$ cat config.mk
export PLATFORM = sky130hd
export DESIGN_NAME = bank_rr_arbiter_flat
export DESIGN_NICKNAME = d
export VERILOG_FILES = /design/src/rtl/bank_rr_arbiter_pkg.sv /design/src/rtl/bank_rr_arbiter_if.sv /design/src/rtl/bank_rr_arbiter_rr.sv /design/src/rtl/bank_rr_arbiter.sv /design/src/flat_wrapper.sv
export SDC_FILE = /design/constraint.sdc
export NUM_CORES = 1
export LEC_CHECK = 0
export ABC_AREA = 1
export CORE_MARGIN = 10
export CORE_UTILIZATION = 45
export DETAILED_ROUTE_END_ITERATION = 6
export GPL_ROUTABILITY_DRIVEN = 0
export PLACE_DENSITY = 0.85
export REMOVE_ABC_BUFFERS = 1
export SYNTH_ARGS = -nofsm -noshare
export SYNTH_HDL_FRONTEND = slang
export SYNTH_SLANG_ARGS = --single-unit
$ cat constraint.sdc
create_clock -name clk -period 3.05 [get_ports clk]
set_clock_uncertainty 0.15 [all_clocks]
set_input_delay 0.61 -clock clk [delete_from_list [all_inputs] [get_ports clk]]
set_output_delay 0.61 -clock clk [all_outputs]
set_load 0.02 [all_outputs]
$ cat src/rtl/bank_rr_arbiter_pkg.sv
// Shared types and sizing helpers for the banked round-robin arbiter.
// Bank selection uses the low address bits.
package bank_arb_pkg;

  localparam int ADDR_WIDTH_D  = 4;
  localparam int VALUE_WIDTH_D = 8;

  typedef struct packed {
    logic                     we;
    logic [ADDR_WIDTH_D-1:0]  addr;
    logic [VALUE_WIDTH_D-1:0] wdata;
  } req_t;

  function automatic int bank_bits(int nbanks);
    return $clog2(nbanks);
  endfunction

  function automatic int baddr_width(int aw, int nbanks);
    return aw - $clog2(nbanks);
  endfunction

  function automatic int unsigned bank_of(
    logic [31:0] addr,
    int          nbanks
  );
    return addr & 32'(nbanks - 1);
  endfunction

endpackage

$ cat src/rtl/bank_rr_arbiter_if.sv
// Consumer request/response and bank access bundle.
// The master side is the consumers plus memories; the slave is the arbiter.
interface bank_rr_arbiter_if
  import bank_arb_pkg::*;
#(
  parameter int ADDR_WIDTH  = 4,
  parameter int VALUE_WIDTH = 8,
  parameter int NCONSUMERS  = 2,
  parameter int NBANKS      = 2,
  localparam int BADDR_WIDTH = baddr_width(ADDR_WIDTH, NBANKS),
  localparam int REQ_WIDTH   = ADDR_WIDTH + VALUE_WIDTH + 1
);

  logic [NCONSUMERS-1:0]  req_valid;
  logic [REQ_WIDTH-1:0]   requests [NCONSUMERS];
  logic [NCONSUMERS-1:0]  grant;
  logic [NBANKS-1:0]      bank_en;
  logic [NBANKS-1:0]      bank_we;
  logic [BADDR_WIDTH-1:0] bank_addr [NBANKS];
  logic [VALUE_WIDTH-1:0] bank_wdata [NBANKS];
  logic [VALUE_WIDTH-1:0] bank_rdata [NBANKS];
  logic [NCONSUMERS-1:0]  resp_valid;
  logic [VALUE_WIDTH-1:0] resp_data [NCONSUMERS];

  modport master (
    output req_valid, requests, bank_rdata,
    input  grant, bank_en, bank_we, bank_addr,
    input  bank_wdata, resp_valid, resp_data
  );

  modport slave (
    input  req_valid, requests, bank_rdata,
    output grant, bank_en, bank_we, bank_addr,
    output bank_wdata, resp_valid, resp_data
  );

endinterface

$ cat src/rtl/bank_rr_arbiter_rr.sv
// Single-bank round-robin arbiter: one-hot grant, first requester
// at or after the pointer, pointer moves past the winner.
module rr_arbiter #(
  parameter int N = 2,
  localparam int PW = (N > 1) ? $clog2(N) : 1
) (
  input  logic         clk,
  input  logic         reset,
  input  logic [N-1:0] req_i,
  output logic [N-1:0] gnt_o
);

  logic [PW-1:0] ptr_q, ptr_d;

  always_comb begin
    int   idx;
    logic found;
    gnt_o = '0;
    ptr_d = ptr_q;
    found = 1'b0;
    idx   = 0;
    for (int k = 0; k < N; k++) begin
      idx = int'(ptr_q) + k;
      if (idx >= N) idx = idx - N;
      if (!found && req_i[idx]) begin
        found      = 1'b1;
        gnt_o[idx] = 1'b1;
        ptr_d      = (idx == N - 1) ? '0 : PW'(idx + 1);
      end
    end
  end

  always_ff @(posedge clk) begin
    if (reset) ptr_q <= '0;
    else       ptr_q <= ptr_d;
  end

endmodule

$ cat src/rtl/bank_rr_arbiter.sv
// Banked arbiter top: steers requests to per-bank round-robin
// arbiters, issues accesses a cycle later, returns responses at +2.
module bank_rr_arbiter
  import bank_arb_pkg::*;
#(
  parameter int ADDR_WIDTH    = 4,
  parameter int VALUE_WIDTH   = 8,
  parameter int NCONSUMERS    = 2,
  parameter int NBANKS        = 2,
  parameter int COUNTER_WIDTH = 8,
  localparam int BANK_BITS   = bank_bits(NBANKS),
  localparam int BADDR_WIDTH = baddr_width(ADDR_WIDTH, NBANKS),
  localparam int REQ_WIDTH   = ADDR_WIDTH + VALUE_WIDTH + 1,
  localparam int CIW = (NCONSUMERS > 1) ? $clog2(NCONSUMERS) : 1
) (
  input  logic                     clk,
  input  logic                     reset,
  bank_rr_arbiter_if.slave         bus,
  output logic [COUNTER_WIDTH-1:0] conflict_cnt
);

  logic [NCONSUMERS-1:0]  c_we;
  logic [ADDR_WIDTH-1:0]  c_addr  [NCONSUMERS];
  logic [BADDR_WIDTH-1:0] c_baddr [NCONSUMERS];
  logic [VALUE_WIDTH-1:0] c_wdata [NCONSUMERS];

  logic [NBANKS-1:0][NCONSUMERS-1:0] cand;
  logic [NBANKS-1:0][NCONSUMERS-1:0] gnt;
  logic [NBANKS-1:0] win_any;
  logic [CIW-1:0]    win_idx [NBANKS];

  logic [NBANKS-1:0]      en_q, we_q;
  logic [BADDR_WIDTH-1:0] addr_q  [NBANKS];
  logic [VALUE_WIDTH-1:0] wdata_q [NBANKS];
  logic [CIW-1:0]         own1_q  [NBANKS];
  logic [CIW-1:0]         own2_q  [NBANKS];
  logic [NBANKS-1:0]      vld2_q, we2_q;
  logic [NCONSUMERS-1:0]  rvld_q, rvld_d;

  logic [COUNTER_WIDTH-1:0] cnt_q, cnt_d;
  logic                     stall;

  always_comb begin
    for (int c = 0; c < NCONSUMERS; c++) begin
      c_we[c]    = bus.requests[c][REQ_WIDTH-1];
      c_addr[c]  = bus.requests[c][VALUE_WIDTH +: ADDR_WIDTH];
      c_baddr[c] = c_addr[c][ADDR_WIDTH-1:BANK_BITS];
      c_wdata[c] = bus.requests[c][VALUE_WIDTH-1:0];
    end
  end

  // Reset masks candidates so no grant can leak out during reset.
  always_comb begin
    cand = '0;
    for (int b = 0; b < NBANKS; b++) begin
      for (int c = 0; c < NCONSUMERS; c++) begin
        cand[b][c] = bus.req_valid[c] & ~reset &
          (bank_of(32'(c_addr[c]), NBANKS) == 32'(b));
      end
    end
  end

  for (genvar b = 0; b < NBANKS; b++) begin : g_bank
    rr_arbiter #(.N(NCONSUMERS)) u_arb (
      .clk   (clk),
      .reset (reset),
      .req_i (cand[b]),
      .gnt_o (gnt[b])
    );
  end

  always_comb begin
    bus.grant = '0;
    for (int b = 0; b < NBANKS; b++) begin
      bus.grant  = bus.grant | gnt[b];
      win_any[b] = |gnt[b];
      win_idx[b] = '0;
      for (int c = 0; c < NCONSUMERS; c++) begin
        if (gnt[b][c]) win_idx[b] = CIW'(c);
      end
    end
  end

  always_comb begin
    rvld_d = '0;
    for (int b = 0; b < NBANKS; b++) begin
      if (en_q[b]) rvld_d[own1_q[b]] = 1'b1;
    end
  end

  always_ff @(posedge clk) begin
    if (reset) begin
      en_q   <= '0;
      we_q   <= '0;
      vld2_q <= '0;
      we2_q  <= '0;
      rvld_q <= '0;
      for (int b = 0; b < NBANKS; b++) begin
        addr_q[b]  <= '0;
        wdata_q[b] <= '0;
        own1_q[b]  <= '0;
        own2_q[b]  <= '0;
      end
    end else begin
      en_q   <= win_any;
      vld2_q <= en_q;
      we2_q  <= we_q;
      rvld_q <= rvld_d;
      for (int b = 0; b < NBANKS; b++) begin
        own2_q[b] <= own1_q[b];
        if (win_any[b]) begin
          we_q[b]    <= c_we[win_idx[b]];
          addr_q[b]  <= c_baddr[win_idx[b]];
          wdata_q[b] <= c_wdata[win_idx[b]];
          own1_q[b]  <= win_idx[b];
        end
      end
    end
  end

  // Read data arrives with the response cycle, so it is muxed live.
  always_comb begin
    for (int c = 0; c < NCONSUMERS; c++) bus.resp_data[c] = '0;
    for (int b = 0; b < NBANKS; b++) begin
      if (vld2_q[b] && !we2_q[b]) begin
        bus.resp_data[own2_q[b]] = bus.bank_rdata[b];
      end
    end
  end

  assign bus.bank_en    = en_q;
  assign bus.bank_we    = we_q;
  assign bus.resp_valid = rvld_q;

  always_comb begin
    for (int b = 0; b < NBANKS; b++) begin
      bus.bank_addr[b]  = addr_q[b];
      bus.bank_wdata[b] = wdata_q[b];
    end
  end

  assign stall = |(bus.req_valid & ~bus.grant);

  always_comb begin
    cnt_d = cnt_q;
    if (stall && cnt_q != '1) cnt_d = cnt_q + 1'b1;
  end

  always_ff @(posedge clk) begin
    if (reset) cnt_q <= '0;
    else       cnt_q <= cnt_d;
  end

  assign conflict_cnt = cnt_q;

endmodule

$ cat src/flat_wrapper.sv
// flat-port wrapper written by rule: the top's interface ports become plain ports
module bank_rr_arbiter_flat import bank_arb_pkg::*;
#(
  parameter int ADDR_WIDTH    = 4,
  parameter int VALUE_WIDTH   = 8,
  parameter int NCONSUMERS    = 2,
  parameter int NBANKS        = 2,
  parameter int COUNTER_WIDTH = 8,
  localparam int BANK_BITS   = bank_bits(NBANKS),
  localparam int BADDR_WIDTH = baddr_width(ADDR_WIDTH, NBANKS),
  localparam int REQ_WIDTH   = ADDR_WIDTH + VALUE_WIDTH + 1,
  localparam int CIW = (NCONSUMERS > 1) ? $clog2(NCONSUMERS) : 1
)
  (clk, reset, conflict_cnt, bus_req_valid, bus_requests, bus_bank_rdata, bus_grant, bus_bank_en, bus_bank_we, bus_bank_addr, bus_bank_wdata, bus_resp_valid, bus_resp_data);
  bank_rr_arbiter_if #(.ADDR_WIDTH(ADDR_WIDTH), .VALUE_WIDTH(VALUE_WIDTH), .NCONSUMERS(NCONSUMERS), .NBANKS(NBANKS)) bus_i ();
  input  logic clk;
  input  logic reset;
  output logic [COUNTER_WIDTH-1:0] conflict_cnt;
  input wire logic [$bits(bus_i.req_valid)-1:0] bus_req_valid;
  input wire logic [$bits(bus_i.requests)-1:0] bus_requests;
  input wire logic [$bits(bus_i.bank_rdata)-1:0] bus_bank_rdata;
  output wire logic [$bits(bus_i.grant)-1:0] bus_grant;
  output wire logic [$bits(bus_i.bank_en)-1:0] bus_bank_en;
  output wire logic [$bits(bus_i.bank_we)-1:0] bus_bank_we;
  output wire logic [$bits(bus_i.bank_addr)-1:0] bus_bank_addr;
  output wire logic [$bits(bus_i.bank_wdata)-1:0] bus_bank_wdata;
  output wire logic [$bits(bus_i.resp_valid)-1:0] bus_resp_valid;
  output wire logic [$bits(bus_i.resp_data)-1:0] bus_resp_data;
  assign bus_i.req_valid = bus_req_valid;
  assign bus_i.requests = {>>{bus_requests}};
  assign bus_i.bank_rdata = {>>{bus_bank_rdata}};
  assign bus_grant = bus_i.grant;
  assign bus_bank_en = bus_i.bank_en;
  assign bus_bank_we = bus_i.bank_we;
  assign bus_bank_addr = {>>{bus_i.bank_addr}};
  assign bus_bank_wdata = {>>{bus_i.bank_wdata}};
  assign bus_resp_valid = bus_i.resp_valid;
  assign bus_resp_data = {>>{bus_i.resp_data}};
  bank_rr_arbiter #(.ADDR_WIDTH(ADDR_WIDTH), .VALUE_WIDTH(VALUE_WIDTH), .NCONSUMERS(NCONSUMERS), .NBANKS(NBANKS), .COUNTER_WIDTH(COUNTER_WIDTH)) u_core (.clk(clk), .reset(reset), .bus(bus_i), .conflict_cnt(conflict_cnt));
endmodule
==> results of run 1 <==
## metrics by stage
step           cells  power, mW  hold WS, ps  worst slack [ps]
2_1_floorplan    282     0.9171        290.9             913.5
3_3_place_gp     461      1.135        293.9             42.54
3_5_place_dp     461      1.146        286.5             19.95
4_1_cts          469      1.587        297.2            0.8293
5_1_grt          469      1.653        320.4             54.35
6_report         469      1.573        293.7             132.5
## kinds of logic (layout without fill, tap and decap cells)
group	Yosys count	count (layout)	share of synthesized area (%)
compound gates	53	53	11.50
xor+xnor	6	6	2.235
fa+ha+maj	1	1	0.5321
buf+inv	45	153	8.462
flops	46	46	49.39
simple gates	140	140	27.89
## critical path, delay by kind of cell
kind	cells	cell delay, ps
buf+inv	2	1210
simple gates	4	350
## Yosys cell counts, types with 4 or more instances
cell type and count:
a21oi_1 33, xor2_1 5, nor2_1 14, nand2_1 73
nand2_2 4, o21ai_0 18, nand3_1 33, edfxtp_1 24
inv_1 30, nand4_1 4, dfxtp_1 22, inv_2 5
## power by group
group          total, mW  switching (mW)  internal, mW
Combinational      0.396           0.211         0.185
Sequential         0.736          0.0240         0.712
Clock              0.441           0.200         0.240
Total               1.57           0.435          1.14
## cells in the final DEF, fill, tap and decap left out, types with 2 or more instances in the layout
master	netlist	final
nand3_2	3	3
inv_1	30	30
nand2_2	4	4
buf_4	1	10
clkbuf_8	0	5
inv_2	5	4
nand2_4	3	3
o21ai_0	18	18
nor3_1	2	2
nand4_1	4	4
nor2_1	14	14
a21oi_1	33	33
nand3_1	33	33
clkdlybuf4s50_1	0	98
nor2_4	3	3
edfxtp_1	24	24
nand2_1	73	73
xor2_1	5	5
dfxtp_1	22	22
## worst max-delay path by stage
stage / start / to / slack, ps / cells past startpoint
6_report: bus_req_valid[0] / bus_grant[0] / 130 / 6
5_1_grt: u_core.vld2_q[1] / bus_resp_data[15] / 50 / 6
4_1_cts: reset / bus_grant[1] / 0.8 / 7
3_5_place_dp: reset / bus_grant[1] / 20 / 7
3_3_place_gp: reset / bus_grant[1] / 40 / 7
2_1_floorplan: reset / bus_grant[1] / 910 / 5
## registers in the layout, indices dropped and copies added, names as in the netlist
register and cells:
u_core.addr_q 6, u_core.bus.bank_en 2, u_core.bus.bank_we 2, u_core.bus.resp_valid 2
u_core.conflict_cnt 8, u_core.g_bank.u_arb.ptr_q 2, u_core.own1_q 2, u_core.own2_q 2
u_core.vld2_q 2, u_core.wdata_q 16, u_core.we2_q 2
## routing by layer
metal  track usage (%)  routed length [µm]
met3             9.209                 882
met4             4.756                  92
met1             18.18                2761
met2             27.06                3374
met5                 0                   0
## cell type report
| cell class | instances | area [µm²] | share of cell area (%) |
|---|---|---|---|
| clock inverter | 3 | 40.04 | 1.126 |
| timing repair buffer | 109 | 1069 | 30.06 |
| tap | 70 | 87.58 | 2.464 |
| inverter | 36 | 137.6 | 3.872 |
| clock buffer | 5 | 68.82 | 1.936 |
| multi-input combinational | 200 | 991.0 | 27.88 |
| sequential | 46 | 1161 | 32.66 |
## repair_timing
item,in CTS,in global routing
buffers inserted,0,0
setup endpoints to repair,0,1
resized for setup,0,2
==> flow_metrics.tcl, run 1 <==
set metrics [dict create \
    reg2reg_to "u_core.conflict_cnt[5]" \
    hold_depth 2 \
    grt_util_all_layers_pct 16.60 \
    synth_edf_count 24 \
    grt_max_degree 17 \
    rows 26 \
    tns_ps 0 \
    min_period_ps 2918 \
    cts_hold_buf 0 \
    max-cap-violations 0 \
    grt_pass1_vias 2374 \
    cts_tree "yes" \
    n_antenna_cell 0 \
    dp_hpwl_um 5611 \
    crit_slowest_cell "clkdlybuf4s50_1" \
    arrival_ps 2160 \
    crit_top_cell "clkdlybuf4s50_1" \
    r2r.worst_path.cells 7 \
    drt.antenna.violating_nets 0 \
    vias 2377 \
    r2r-start "u_core.conflict_cnt[1]" \
    final_util_pct 70.04 \
    ir_worst_vdd_mv 0.3585 \
    htreeDepth 2 \
    synth_area_leader_cell "edfxtp_1" \
    cts_buffer_depth 2 \
    dieArea_um2 8516 \
    clock.fmax_mhz 342.8 \
    hp-start "u_core.bus.bank_we[0]" \
    portBuffers 99 \
    nFillCells 412 \
    hold_path_end "u_core.we2_q[0]" \
    grt_pass1_wl_um 11430 \
    clockRootBuffer "clkbuf_8" \
    dominantRegCellSynth "edfxtp_1" \
    cts_sinks 46 \
    crit_chain "clkdlybuf4s50_1, nand2_4, nor2_4, nand2_2, nand2_1, clkdlybuf4s50_1" \
    final_nets 445 \
    drt_pass1_iterations 4 \
    relSlewSlack_pct 63.85 \
    die_w_um 92.28 \
    critPathRequiredTime_ps 2290 \
    crit_path_end_kind "output pin" \
    timing.reg2reg.setup_slack_ps 1310 \
    clk_latency_ps 300 \
    ys_seq_area_share_pct 49.39 \
    leakage_nw 1.534 \
    viasPerCell 5.068 \
    worst-path-max-fanout 4 \
    status "complete, no violations" \
    wl_per_cell_um 15.16 \
    start_util_pct 46.33 \
    die_y_um 92.28 \
    finalWirelength_um 7110 \
    criticalPathCategory "in2out" \
    period_share_pct 95.66 \
    cpPeakStageDelay_ps 610 \
    drc 0 \
    tightest_slew_ps 540.3 \
    drive_gt1_share_pct 9.273 \
    io_pins 100 \
    synth_top_area_share_pct 30.65 \
    synth_area_um2 2351 \
    rsz0062_at_grt "false" \
    fin_area_um2 3555 \
    cts.reportedPaths.clkPinSlew_ps 80 \
    placed_area_um2 3441 \
    hold_path.class "reg2reg" \
    synth_area_leaders "edfxtp_1, dfxtp_1, nand2_1, a21oi_1, nand3_1" \
    final-setup-viol-count 0 \
    slew_viol_final 0 \
    avgSynthCellArea_um2 8.079 \
    synthArstFlopShare_pct 0 \
    core_um2 5075 \
    crit_path_start_kind "primary input" \
    synth_seq_cells 46 \
    yosys_warnings 0 \
    hold_viol_final 0 \
    ys_types 26 \
    cts_buffers 5 \
    drt_iter0_drc 114 \
    area_growth_pct 51.20 \
    synth_cells 291 \
    gr-total-overflow 0 \
    antenna_found_initial 0 \
    power.density_nw_per_um2 442.5 \
]
No activity file was read; power rests on OpenSTA's default activity.
==> inputs of run 2 (changes only) <==
--- a/config.mk
+++ b/config.mk
@@ -6,6 +6,7 @@
 export NUM_CORES = 1
 export LEC_CHECK = 0
 export ABC_AREA = 1
+export CAP_MARGIN = 20
 export CORE_MARGIN = 10
 export CORE_UTILIZATION = 45
 export DETAILED_ROUTE_END_ITERATION = 6
==> results of run 2 <==
The final DEF is identical to that of run 1; final timing and power are the same.
==> inputs of run 3 (changes only) <==
--- a/config.mk
+++ b/config.mk
@@ -6,7 +6,6 @@
 export NUM_CORES = 1
 export LEC_CHECK = 0
 export ABC_AREA = 1
-export CAP_MARGIN = 20
 export CORE_MARGIN = 10
 export CORE_UTILIZATION = 45
 export DETAILED_ROUTE_END_ITERATION = 6
==> results of run 3 <==
The final DEF is identical to that of run 1; final timing and power are the same.
==> patch: new RTL, config.mk and constraints of run 3 <==
`ADDR_WIDTH` is set to 4 in 3 places; all go to 3.
--- a/src/rtl/bank_rr_arbiter_if.sv
+++ b/src/rtl/bank_rr_arbiter_if.sv
@@ -3,7 +3,7 @@
 interface bank_rr_arbiter_if
   import bank_arb_pkg::*;
 #(
-  parameter int ADDR_WIDTH  = 4,
+  parameter int ADDR_WIDTH  = 3,
   parameter int VALUE_WIDTH = 8,
   parameter int NCONSUMERS  = 2,
   parameter int NBANKS      = 2,
--- a/src/rtl/bank_rr_arbiter.sv
+++ b/src/rtl/bank_rr_arbiter.sv
@@ -3,7 +3,7 @@
 module bank_rr_arbiter
   import bank_arb_pkg::*;
 #(
-  parameter int ADDR_WIDTH    = 4,
+  parameter int ADDR_WIDTH    = 3,
   parameter int VALUE_WIDTH   = 8,
   parameter int NCONSUMERS    = 2,
   parameter int NBANKS        = 2,
--- a/src/flat_wrapper.sv
+++ b/src/flat_wrapper.sv
@@ -1,7 +1,7 @@
 // flat-port wrapper written by rule: the top's interface ports become plain ports
 module bank_rr_arbiter_flat import bank_arb_pkg::*;
 #(
-  parameter int ADDR_WIDTH    = 4,
+  parameter int ADDR_WIDTH    = 3,
   parameter int VALUE_WIDTH   = 8,
   parameter int NCONSUMERS    = 2,
   parameter int NBANKS        = 2,
Interface: changed (resized bus_bank_addr and bus_requests); port bits go from 100 to 96. The function was not compared with the original's and may differ.
==> patch against run 3 <==
Setup slack lost 8.6 ps; routed wire length down 2.3%; power shrank 9.7%; global-route usage shrank 0.24 points; count of clock-buffer cells in the layout increased by 1; sequential cell count down 2; synthesized cell count down 1.7%; design area is 4.9% lower; core utilization grew 0.60 points; register-to-register slack better by 70 ps; area after synthesis shrank 4.4%; critical path type unchanged; critical endpoint is now bus_grant[1].
==> patch: results (changes against run 3) <==
## Drt
- **Detail Route met3 WL** 567 um, -36%
- **drt first-iter violations** 169, +48%
- **final wirelength** 6950 um, -2.3%
- **detailed-routed wire length on met2** 3394 um, +0.59%
- **wl on met1** 2842 um, +2.9%
- **vias per std cell** 5.148, +1.6%

## Synthesis
- **share of the synthesized area in compound gates (AO/OA/AOI/OAI)** 0.1125, -0.002483
- **number of enable flip-flop cells after synthesis** 22, -8.3%
- **count of cell types in the netlist** 25, -3.8%
- **average size of a mapped cell** 7.857 sq um, -2.7%
- **list of most frequent post-synthesis cells** 77 x nand2_1, 34 x nand3_1, 30 x inv_1, 29 x a21oi_1
- **largest cells by area after synthesis** edfxtp_1 29%, dfxtp_1 20%, nand2_1 13%
- **register area share after synthesis** 0.4900, -0.003902

## Worst hold path
- **Worst Hold Path EP** u_core.we2_q[1]
- **start point of the worst hold path** u_core.bus.bank_we[1]

## STA
- **Final WS setup** 123.9 ps, -8.577 ps
- **hold_ws** 305.7 ps, +12.00 ps

## Worst setup path
- **worst reg2reg startpoint** u_core.conflict_cnt[0]
- **slack of the worst reg-to-reg path** 1380 ps, +70 ps
- **Critical R2R Capture** u_core.conflict_cnt[0]
- **CP Capture Point** bus_grant[1]

## Pwr
- **peak supply drop** 0.3833 mV, +6.9%
- **leakage power figure** 1.463 nW, -4.6%

## Global routing
- **pin count of the biggest net entering global routing** 21, +4
- **Overall Global Routing Usage** 0.1636, -0.002366
- **via count of the first global-routing pass** 2279, -4.0%
- **first-pass GRT wire length** 11160 um, -2.3%

## Status
- **run status** completed

## Placement
- **half-perimeter wire length of the detailed placement result** 5423 um, -3.4%
- **pre-CTS WS** 58.69 ps, +38.74 ps

## Final layout
- **number of nets at the end of the flow** 431, -3.1%
- **share of post-route cells with drive strength above 1** 0.08527, -0.007461
- **filler-free cell count of the finished design** 454, -3.2%
- **filler instances** 382, -7.3%

## CTS
- **TritonCTS Buffers** 5, unchanged

==> patch: cell types whose count changed in the layout (fill, tap and decap cells not counted), sizes merged, moves of 2 or more <==
cell / delta
a21oi: -4
clkdlybuf4s50: -4
nand2: +4
buf: -2
edfxtp: -2
inv: -2
==> patch: layer usage <==
| layer | track usage | vias to the layer above |
|---|---|---|
| li1 | - | 1149 |
| met1 | 0.1798 | 1067 |
| met2 | 0.2873 | 109 |
| met3 | 0.05154 | 12 |
| met4 | 0.05968 | 0 |
| met5 | 0 | - |
==> patch: area by class of cell <==
class / instances / area (sq um) / area share
timing repair buffer: 103 / 1013 / 0.2998
sequential: 44 / 1101 / 0.3257
tap: 67 / 83.83 / 0.02480
clock inverter: 2 / 11.26 / 0.003331
multi-input combinational: 198 / 968.4 / 0.2865
clock buffer: 6 / 72.57 / 0.02147
inverter: 34 / 130.1 / 0.03849
==> patch: power by group <==
group          internal, mW  switching, mW
clock                 0.159          0.194
sequential            0.678         0.0216
combinational         0.172          0.196
